**src/rtl/sbox_sched_pkg.sv**
```systemverilog
// Shared constants and types for the masked S-box scheduler.
//   LATENCY_DEF / DATA_N_DEF / KEY_N_DEF : default pipeline depth and round sizes
//   LFSR_TAPS / RNG_RESET                : RNG feedback taps and reset/zero-seed value
//   SRC_DATA / SRC_KEY                   : result source encoding
package sbox_sched_pkg;

   localparam int unsigned LATENCY_DEF = 5;
   localparam int unsigned DATA_N_DEF  = 16;
   localparam int unsigned KEY_N_DEF   = 4;

   // x^32 + x^22 + x^2 + x + 1 -> taps at bits 31, 21, 1, 0 of a left-shifting register
   localparam logic [31:0] LFSR_TAPS = 32'h8020_0003;
   localparam logic [31:0] RNG_RESET = 32'h0000_0001;

   localparam logic SRC_DATA = 1'b0;
   localparam logic SRC_KEY  = 1'b1;

   typedef struct packed {
      logic       valid;
      logic       src;
      logic [3:0] idx;
   } tag_t;

   // One Fibonacci step: shift left, feedback is parity of tapped bits
   function automatic logic [31:0] lfsrNext(input logic [31:0] s);
      return {s[30:0], ^(s & LFSR_TAPS)};
   endfunction

endpackage

```
**src/rtl/sbox_rng.sv**
```systemverilog
// Free-running 32-bit LFSR supplying fresh masking randomness.
//   clk, rst     : clock, async active-high reset (state -> RNG_RESET)
//   seed_ld, seed: load seed instead of advancing; zero seed replaced by RNG_RESET
//   lfsr         : current register state
module sbox_rng
   import sbox_sched_pkg::*;
(
   input  logic        clk,
   input  logic        rst,
   input  logic        seed_ld,
   input  logic [31:0] seed,
   output logic [31:0] lfsr
);

   // All-zero is the LFSR lock-up state, so it is never loaded
   always_ff @(posedge clk or posedge rst) begin
      if (rst)
         lfsr <= RNG_RESET;
      else if (seed_ld)
         lfsr <= (seed == 32'h0) ? RNG_RESET : seed;
      else
         lfsr <= lfsrNext(lfsr);
   end

endmodule

```
**src/rtl/sbox_sched.sv**
```systemverilog
// Issue scheduler for a shared masked GF(2^8) inversion pipeline.
//   d_* / k_*        : data and key requesters (valid/ready, two shares, byte index)
//   sb_in_sh*        : registered shares to the pipeline; sb_guards/sb_random: fresh RNG bits
//   sb_out_sh*       : pipeline output shares, passed through to res_sh*
//   res_valid/src/idx: tag of the result currently leaving the pipeline
//   data_done/key_done: pulse on the last result of a round; busy: anything in flight
module sbox_sched
   import sbox_sched_pkg::*;
#(
   parameter int unsigned LATENCY = LATENCY_DEF,
   parameter int unsigned DATA_N  = DATA_N_DEF,
   parameter int unsigned KEY_N   = KEY_N_DEF
)(
   input  logic        clk,
   input  logic        rst,
   input  logic        seed_ld,
   input  logic [31:0] seed,
   input  logic        d_valid,
   output logic        d_ready,
   input  logic [7:0]  d_sh0,
   input  logic [7:0]  d_sh1,
   input  logic [3:0]  d_idx,
   input  logic        k_valid,
   output logic        k_ready,
   input  logic [7:0]  k_sh0,
   input  logic [7:0]  k_sh1,
   input  logic [1:0]  k_idx,
   output logic [7:0]  sb_in_sh0,
   output logic [7:0]  sb_in_sh1,
   output logic [7:0]  sb_guards,
   output logic [3:0]  sb_random,
   input  logic [7:0]  sb_out_sh0,
   input  logic [7:0]  sb_out_sh1,
   output logic        res_valid,
   output logic        res_src,
   output logic [3:0]  res_idx,
   output logic [7:0]  res_sh0,
   output logic [7:0]  res_sh1,
   output logic        data_done,
   output logic        key_done,
   output logic        busy
);

   localparam int unsigned DCW = (DATA_N > 1) ? $clog2(DATA_N) : 1;
   localparam int unsigned KCW = (KEY_N > 1) ? $clog2(KEY_N) : 1;

   logic [31:0]    lfsr;
   logic           lastGrant, lastGrantNext;
   logic           grantD, grantK;
   logic [7:0]     sh0Next, sh1Next;
   tag_t           tagQ    [LATENCY+1];
   tag_t           tagNext [LATENCY+1];
   tag_t           tagPre;
   logic [DCW-1:0] dataCnt, dataCntNext;
   logic [KCW-1:0] keyCnt, keyCntNext;
   logic           dataDoneNext, keyDoneNext, busyNext;

   // Randomness source
   sbox_rng uRng (
      .clk     (clk),
      .rst     (rst),
      .seed_ld (seed_ld),
      .seed    (seed),
      .lfsr    (lfsr)
   );

   assign sb_guards = lfsr[7:0];
   assign sb_random = lfsr[11:8];

   // Round-robin grant: a tie goes to whoever was not served last
   assign grantD  = !rst && d_valid && (!k_valid || (lastGrant == SRC_KEY));
   assign grantK  = !rst && k_valid && (!d_valid || (lastGrant == SRC_DATA));
   assign d_ready = grantD;
   assign k_ready = grantK;

   // Result side: tail of the tag pipe, shares straight from the inversion pipeline
   assign res_valid = tagQ[LATENCY].valid;
   assign res_src   = tagQ[LATENCY].src;
   assign res_idx   = tagQ[LATENCY].idx;
   assign res_sh0   = sb_out_sh0;
   assign res_sh1   = sb_out_sh1;

   // Next-state: issue capture, tag shift, round counters
   always_comb begin
      lastGrantNext = lastGrant;
      sh0Next       = 8'h00;
      sh1Next       = 8'h00;
      tagNext[0]    = '0;
      dataCntNext   = dataCnt;
      keyCntNext    = keyCnt;
      dataDoneNext  = 1'b0;
      keyDoneNext   = 1'b0;

      if (grantD) begin
         lastGrantNext = SRC_DATA;
         sh0Next       = d_sh0;
         sh1Next       = d_sh1;
         tagNext[0]    = '{valid: 1'b1, src: SRC_DATA, idx: d_idx};
      end else if (grantK) begin
         lastGrantNext = SRC_KEY;
         sh0Next       = k_sh0;
         sh1Next       = k_sh1;
         tagNext[0]    = '{valid: 1'b1, src: SRC_KEY, idx: {2'b00, k_idx}};
      end

      for (int unsigned i = 1; i <= LATENCY; i++)
         tagNext[i] = tagQ[i-1];

      busyNext = 1'b0;
      for (int unsigned i = 0; i <= LATENCY; i++)
         busyNext = busyNext | tagNext[i].valid;

      // Counters track the tag about to reach the tail so the pulse lines up with its result
      tagPre = tagQ[LATENCY-1];
      if (tagPre.valid && (tagPre.src == SRC_DATA)) begin
         if (dataCnt == DCW'(DATA_N - 1)) begin
            dataCntNext  = '0;
            dataDoneNext = 1'b1;
         end else begin
            dataCntNext = dataCnt + DCW'(1);
         end
      end
      if (tagPre.valid && (tagPre.src == SRC_KEY)) begin
         if (keyCnt == KCW'(KEY_N - 1)) begin
            keyCntNext  = '0;
            keyDoneNext = 1'b1;
         end else begin
            keyCntNext = keyCnt + KCW'(1);
         end
      end
   end

   // State registers
   always_ff @(posedge clk or posedge rst) begin
      if (rst) begin
         lastGrant <= SRC_KEY;
         sb_in_sh0 <= 8'h00;
         sb_in_sh1 <= 8'h00;
         for (int unsigned i = 0; i <= LATENCY; i++)
            tagQ[i] <= '0;
         dataCnt   <= '0;
         keyCnt    <= '0;
         data_done <= 1'b0;
         key_done  <= 1'b0;
         busy      <= 1'b0;
      end else begin
         lastGrant <= lastGrantNext;
         sb_in_sh0 <= sh0Next;
         sb_in_sh1 <= sh1Next;
         for (int unsigned i = 0; i <= LATENCY; i++)
            tagQ[i] <= tagNext[i];
         dataCnt   <= dataCntNext;
         keyCnt    <= keyCntNext;
         data_done <= dataDoneNext;
         key_done  <= keyDoneNext;
         busy      <= busyNext;
      end
   end

endmodule
```
**config.mk**
```make
export PLATFORM = sky130hd
export DESIGN_NAME = sbox_sched
export DESIGN_NICKNAME = d
export VERILOG_FILES = /design/src/rtl/sbox_sched_pkg.sv /design/src/rtl/sbox_rng.sv /design/src/rtl/sbox_sched.sv
export SDC_FILE = /design/constraint.sdc
export NUM_CORES = 1
export LEC_CHECK = 0
export BUFFER_PORTS_ARGS = -buffer_cell sky130_fd_sc_hd__buf_2
export CAP_MARGIN = 5
export CORE_MARGIN = 4
export CORE_UTILIZATION = 40
export CTS_CLUSTER_SIZE = 10
export DETAILED_ROUTE_END_ITERATION = 6
export HOLD_SLACK_MARGIN = 0.06
export MAX_ROUTING_LAYER = met4
export PLACE_DENSITY = 0.69
export SETUP_SLACK_MARGIN = 0.2
export SYNTH_ARGS = -nofsm -noshare
export SYNTH_HDL_FRONTEND = slang
export SYNTH_SLANG_ARGS = --single-unit
```
**constraint.sdc**
```tcl
create_clock -name clk -period 3.8 [get_ports clk]
set_input_delay 0.19 -clock clk [delete_from_list [all_inputs] [get_ports clk]]
set_output_delay 0.19 -clock clk [all_outputs]
set_load 0.1 [all_outputs]
```
Yosys cells after proc, flatten, opt, wreduce, memory -nomap -nowiden
Cells that the tools add are included.
W data, S select, Z words.
{"block": "classes", "bitwise": 7, "eq_ne": 2, "n_addsub": 2, "n_reduce_logical": 14, "mux": 16}
{"operator": "$mux W32", "n": 2}
{"operator": "$logic_not A32 Y1", "n": 1}
{"operator": "$mux W8", "n": 4}
{"operator": "$reduce_xor A32 Y1", "n": 1}
{"operator": "$mux W6", "n": 2}
{"operator": "$logic_and A1 B1 Y1", "n": 6}
{"operator": "$mux W1", "n": 6}
{"operator": "$or A1 B1 Y1", "n": 5}
{"operator": "$add A4 B1 Y4 const B", "n": 1}
{"operator": "$eq A4 B4 Y1 const B", "n": 1}
{"operator": "$mux W4", "n": 1}
{"operator": "$logic_not A1 Y1", "n": 3}
{"operator": "$add A2 B1 Y2 const B", "n": 1}
{"operator": "$eq A2 B2 Y1 const B", "n": 1}
{"operator": "$logic_or A1 B1 Y1", "n": 2}
{"operator": "$mux W2", "n": 1}
{"operator": "$not A1 Y1", "n": 2}
{"operator": "$reduce_bool A2 Y1", "n": 1}
{"block": "word_totals", "elab_cells": 68, "inputBits": 91, "reg_bits": 94, "output_inout_bits": 55}

Depth between registers and ports, before layout
{"block": "depth", "depth_word": 10, "depth_mapped": 5, "ltp_nobuf": 4}

Cells and area by module
Synthesis repeated with hierarchy kept, for this count alone.
{"block": "hier_totals", "cells_unflattened": 217, "hier_area_um2": 3399.5}
{"mod": "sbox_sched", "n_inst": 1, "seq_area_each_um2": 1552.7, "cells_each": 133, "area_per_inst_um2": 2073.2}
{"mod": "sbox_rng", "n_inst": 1, "seq_area_each_um2": 802.0, "cells_each": 84, "area_per_inst_um2": 1326.3}

Least setup slack after synthesis
No wires, ideal clock.
{"block": "synth_timing", "path_type": "input port to flip-flop", "startpoint": "input rst", "endpoint": "register sb_in_sh1[2]", "slack_ns": 0.331, "path_stages": 5, "setup_ns": 0.067, "arrival_ns": 3.402, "cell_sequence": "inv_1 -> nand2_1 -> a21oi_4 -> buf_6 -> a22o_1"}
{"block": "synth_between", "elab_chain_cells": 5}
{"item": "start, declared", "line": "sbox_sched.sv:15", "source": "input logic rst,"}
{"item": "$logic_not A1 Y1 (no source line)"}
{"item": "$logic_and A1 B1 Y1 (2 in a row)", "line": "sbox_sched.sv:72", "source": "assign grantK = !rst && k_valid && (!d_valid || (lastGrant == SRC_DATA));"}
{"item": "named net k_ready", "line": "sbox_sched.sv:24", "source": "output logic k_ready,"}
{"item": "$mux W8", "line": "sbox_sched.sv:99", "source": "end else if (grantK) begin"}
{"item": "$mux W8", "line": "sbox_sched.sv:94", "source": "if (grantD) begin"}
{"item": "named net sh1Next[2]", "line": "sbox_sched.sv:50", "source": "logic [7:0] sh0Next, sh1Next;"}
{"item": "end signal, assigned", "line": "sbox_sched.sv:149", "source": "sb_in_sh1 <= sh1Next;"}
{"item": "end, declared", "line": "sbox_sched.sv:29", "source": "output logic [7:0] sb_in_sh1,"}
The timed path passes the listed nets, and every way through them passes these cells.
A chain may end at the register's enable or synchronous reset.

Final worst setup path
{"block": "layout_timing", "startpoint": "input rst", "endpoint": "output k_ready"}
{"block": "layout_between", "elab_chain_cells": 3}
{"item": "$logic_not A1 Y1 (no source line)"}
{"item": "$logic_and A1 B1 Y1 (2 in a row)", "line": "sbox_sched.sv:72"}
{"item": "end, declared", "line": "sbox_sched.sv:24"}
Every way passes these cells.

==> reports/qor.txt <==
======================================================================================================
CTS max path bufs .......................................................................            2
Growth of design area from synthesis to finish ..........................................        28.8%
TritonCTS clock tree ....................................................................         done
Slew headroom ...........................................................................        26.8%
Count of antenna diodes in the layout ...................................................            0
Mapped Avg Cell Area ....................................................................    15.0 um^2
WP data required ........................................................................      3.61 ns
Post-CTS Resized ........................................................................            0
CTS sink cnt ............................................................................           94
Core Region .............................................................................    8300 um^2
Kind of end point of the critical path ..................................................  output port
Clock transition at the register clock pins on the worst setup and hold paths after CTS .      0.08 ns
Endpoint, Worst Hold .................................................................... sb_in_sh0[3]
Via count of the first global-routing pass ..............................................        2,294
Die outline height ......................................................................       101 um
Global-route met3 utilization ...........................................................        3.94%
Setup repair after global routing missed its margin .....................................        false
Pwr Total ...............................................................................      2.47 mW
Setup Total Neg Slack ...................................................................         0 ns
Type of the setup path with the least slack .............................................       in2out
Place WS ................................................................................      2.13 ns
Global route overflow ...................................................................            0
Total number of vias ....................................................................        2,125
Clk pwr share ...........................................................................        28.8%
Sequential element share of the synthesized area ........................................        68.4%
Int Pwr .................................................................................      1.68 mW
Final setup margin ......................................................................      1.63 ns
Share of total power consumed by net switching ..........................................        32.0%
Worst Path Arrival ......................................................................      1.98 ns
Hold Startpoint .........................................................................     k_sh0[3]
Outcome ................................................................................. finished clean
Maximum number of pins on one net before global-route repair ............................           91
CTS root buffer ......................................................................... sky130_fd_sc_hd__clkbuf_8
Routability congestion estimate .........................................................        0.799
Clock period minus final worst setup slack ..............................................      2.17 ns
DRC violations left .....................................................................            0
Antenna violations before repair ........................................................            0
Worst Max-Slew Pin Slew .................................................................      1.10 ns
Number of top-level pins ................................................................          146
Post-place instance area ................................................................    3900 um^2
Flops & latches, synth ..................................................................           94
Worst Hold Margin .......................................................................    0.0830 ns
Die boundary width ......................................................................       101 um
Final Max Slew Viols ....................................................................            0
Leakage dissipation .....................................................................      2.22 nW
Buffers added on ports ..................................................................          113
Number of buffers added by the clock tree synthesis step ................................            9
Post-Layout Inst Area ...................................................................    4430 um^2
GRT busiest layer .......................................................................         met2
Number of vias per cell .................................................................         4.62
Number of antenna-violating nets in the routed design ...................................            0
Hold WC Path Type .......................................................................       in2reg
Ordered cell list for the critical path ................................................. dlygate4sd3_1, buf_2, inv_4, nand2_1, a21oi_4, buf_2
Detailed-router iteration count before antenna repair ...................................            3
Flop pwr share ..........................................................................        47.6%
Post-CTS Setup Repair Bufs ..............................................................            0
Met2 track utilization from global routing ..............................................        21.6%
Total placed cells including tap cells ..................................................          414
CP Launch Type .......................................................................... primary input
Syn. warnings ...........................................................................            0
Clock latency of the later-clocked register in the worst-skew pair ......................      0.34 ns
Number of inserted filler cells in the final layout .....................................          705
Number of nets produced by synthesis ....................................................          322
Final period utilization ................................................................        57.2%
Iter 0 DRT Violations ...................................................................           57
Clock skew ..............................................................................   0.00890 ns
Total global-route track usage ..........................................................        13.8%
Logic pwr share .........................................................................        23.6%
Hold Buf Count CTS ......................................................................           31
Global-route wire length before repair ..................................................      10.7 mm
Wirelength per Cell .....................................................................      13.9 um
Startpoint of the worst register-to-register path .......................................    lastGrant
Util after Layout .......................................................................        53.4%
Min-Delay Path Depth ....................................................................            2
Maximum operating frequency .............................................................      460 MHz
Share of post-route cells with drive strength above 1 ...................................        47.0%
Mapped Cells ............................................................................          229
Register-to-register path setup slack ...................................................      1.96 ns
Maximum VDD drop ........................................................................     0.188 mV
Pwr per Cell Area .......................................................................  556 nW/um^2
Final-report hold violation count .......................................................            0
GR Layer Usage met1 .....................................................................        17.0%
H-tree lvl count ........................................................................            3
P_sw ....................................................................................     0.790 mW
R2r worst-path depth ....................................................................            5
Top cell by count, worst path ........................................................... sky130_fd_sc_hd__buf_2
Setup-violating endpoint count in the final report ......................................            0
CP max stage delay ......................................................................      0.53 ns
Standard-cell rows ......................................................................           33
Crit Reg-Reg Endpoint ................................................................... sb_in_sh1[6]
Floorplan die area ......................................................................  10,200 um^2
Post-detailed-routing wire length .......................................................      6.37 mm
Net count reported at finish ............................................................          444
Synth unique cells ......................................................................           27
Highest fanout seen on the critical path ................................................           19
Number of maximum-capacitance violations ................................................            0
Combined area of all synthesized cells ..................................................    3440 um^2
Non-filler instance count after layout ..................................................          460
Crit-path slowest cell .................................................................. sky130_fd_sc_hd__dlygate4sd3_1
Starting Density ........................................................................        41.5%
Detailed Place HPWL .....................................................................      4.34 mm
======================================================================================================
[power by group through the flow]
| stage | sequential, mW | clock (mW) | combinational [mW] |
|---|---|---|---|
| final | 1.17 | 0.711 | 0.581 |
| after global routing | 1.19 | 0.785 | 0.622 |
| after CTS | 1.18 | 0.738 | 0.586 |
| after detailed placement | 1.19 | 0 | 0.557 |
| after global placement | 1.19 | 0 | 0.546 |
| after floorplan | 1.32 | 0 | 0.414 |
[how the worst max path moves through the flow]
stage | from | endpoint | slack (ns) | depth (start not counted)
global route | rst | k_ready | 1.50 | 6
finish | rst | k_ready | 1.63 | 6
floorplan | rst | sb_in_sh1[2] | 0.33 | 5
detailed placement | lastGrant | d_ready | 2.13 | 4
global placement | lastGrant | d_ready | 2.16 | 4
CTS | rst | k_ready | 1.62 | 6
[worst max-delay path, delay by kind of cell]
family / cells / cell delay, ns
and+or+nand+nor: 1 / 0.11
buffers and inverters: 4 / 1.27
AOI/OAI and AO/OA: 1 / 0.40
[cells in the final DEF, fill, tap and decap left out, drive strengths merged]
cell type and n:
a21o 1, dfrtp 92, nor2 4, or4 1, nor2b 2, a21oi 4, o21ai 4, nand2 7
bufinv 2, xor2 1, nor4 8, ha 2, dfstp 2, nor3 1, or3 1, and3 1
o21a 1, clkbuf 10, mux2 33, inv 3, nand4 3, a22o 18, buf 115, clkinv 2
and2 2, dlygate4sd3 31, xnor2 4
[cell usage after synthesis]
cell type / count / area (um^2)
sky130_fd_sc_hd__nor3_1: 1 / 5.00
sky130_fd_sc_hd__a21oi_1: 3 / 15.0
sky130_fd_sc_hd__nand4_1: 3 / 18.8
sky130_fd_sc_hd__mux2_2: 33 / 372
sky130_fd_sc_hd__o21a_1: 1 / 7.51
sky130_fd_sc_hd__xor2_1: 1 / 8.76
sky130_fd_sc_hd__buf_6: 1 / 11.3
sky130_fd_sc_hd__xnor2_1: 4 / 35.0
sky130_fd_sc_hd__buf_2: 3 / 15.0
sky130_fd_sc_hd__o21ai_0: 4 / 20.0
sky130_fd_sc_hd__a21oi_4: 1 / 16.3
sky130_fd_sc_hd__nand2_1: 7 / 26.3
sky130_fd_sc_hd__or3_1: 1 / 6.26
sky130_fd_sc_hd__and3_1: 1 / 6.26
sky130_fd_sc_hd__buf_4: 30 / 225
sky130_fd_sc_hd__nor2_1: 4 / 15.0
sky130_fd_sc_hd__nor2b_1: 2 / 12.5
sky130_fd_sc_hd__a21o_1: 1 / 7.51
sky130_fd_sc_hd__inv_1: 2 / 7.51
sky130_fd_sc_hd__dfrtp_1: 92 / 2300
sky130_fd_sc_hd__dfstp_2: 2 / 52.6
sky130_fd_sc_hd__nor4_1: 8 / 50.1
sky130_fd_sc_hd__a22o_1: 18 / 158
sky130_fd_sc_hd__or4_1: 1 / 7.51
sky130_fd_sc_hd__and2_1: 2 / 12.5
sky130_fd_sc_hd__clkbuf_1: 1 / 3.75
sky130_fd_sc_hd__ha_1: 2 / 25.0
[logic make-up after synthesis]
family / Yosys count / synth area share (%)
flip-flops: 94 / 68.4
buffers and inverters: 37 / 7.63
multiplexers: 33 / 10.8
AND/OR/NAND/NOR: 30 / 4.65
AO/OA/AOI/OAI: 28 / 6.51
XOR/XNOR: 5 / 1.27
adder cells (fa/ha/maj): 2 / 0.727
[state kept, by name, indices dropped and copies added, names as in the netlist]
name	count
busy	1
dataCnt	4
data_done	1
keyCnt	2
key_done	1
lastGrant	1
res_idx	4
res_src	1
res_valid	1
sb_in_sh0	8
sb_in_sh1	8
tagNext	30
uRng.lfsr	32
[layer usage]
layer	share of wire, %	vias to the layer above
met1	42	1025
met3	6.4	10
li1	-	1010
met2	50	80
met4	1.5	0
met5	0	-
[layout make-up]
| type | count | area [um^2] | area share [%] |
|---|---|---|---|
| inverters | 2 | 10.0 | 0.226 |
| repair buffers | 146 | 891 | 20.1 |
| clock inverters | 5 | 82.6 | 1.86 |
| well taps | 105 | 131 | 2.96 |
| multi-input cells | 98 | 825 | 18.6 |
| flip-flops and latches | 94 | 2350 | 53.1 |
| clock buffers | 10 | 138 | 3.11 |
(Power assumes the default switching activity.)
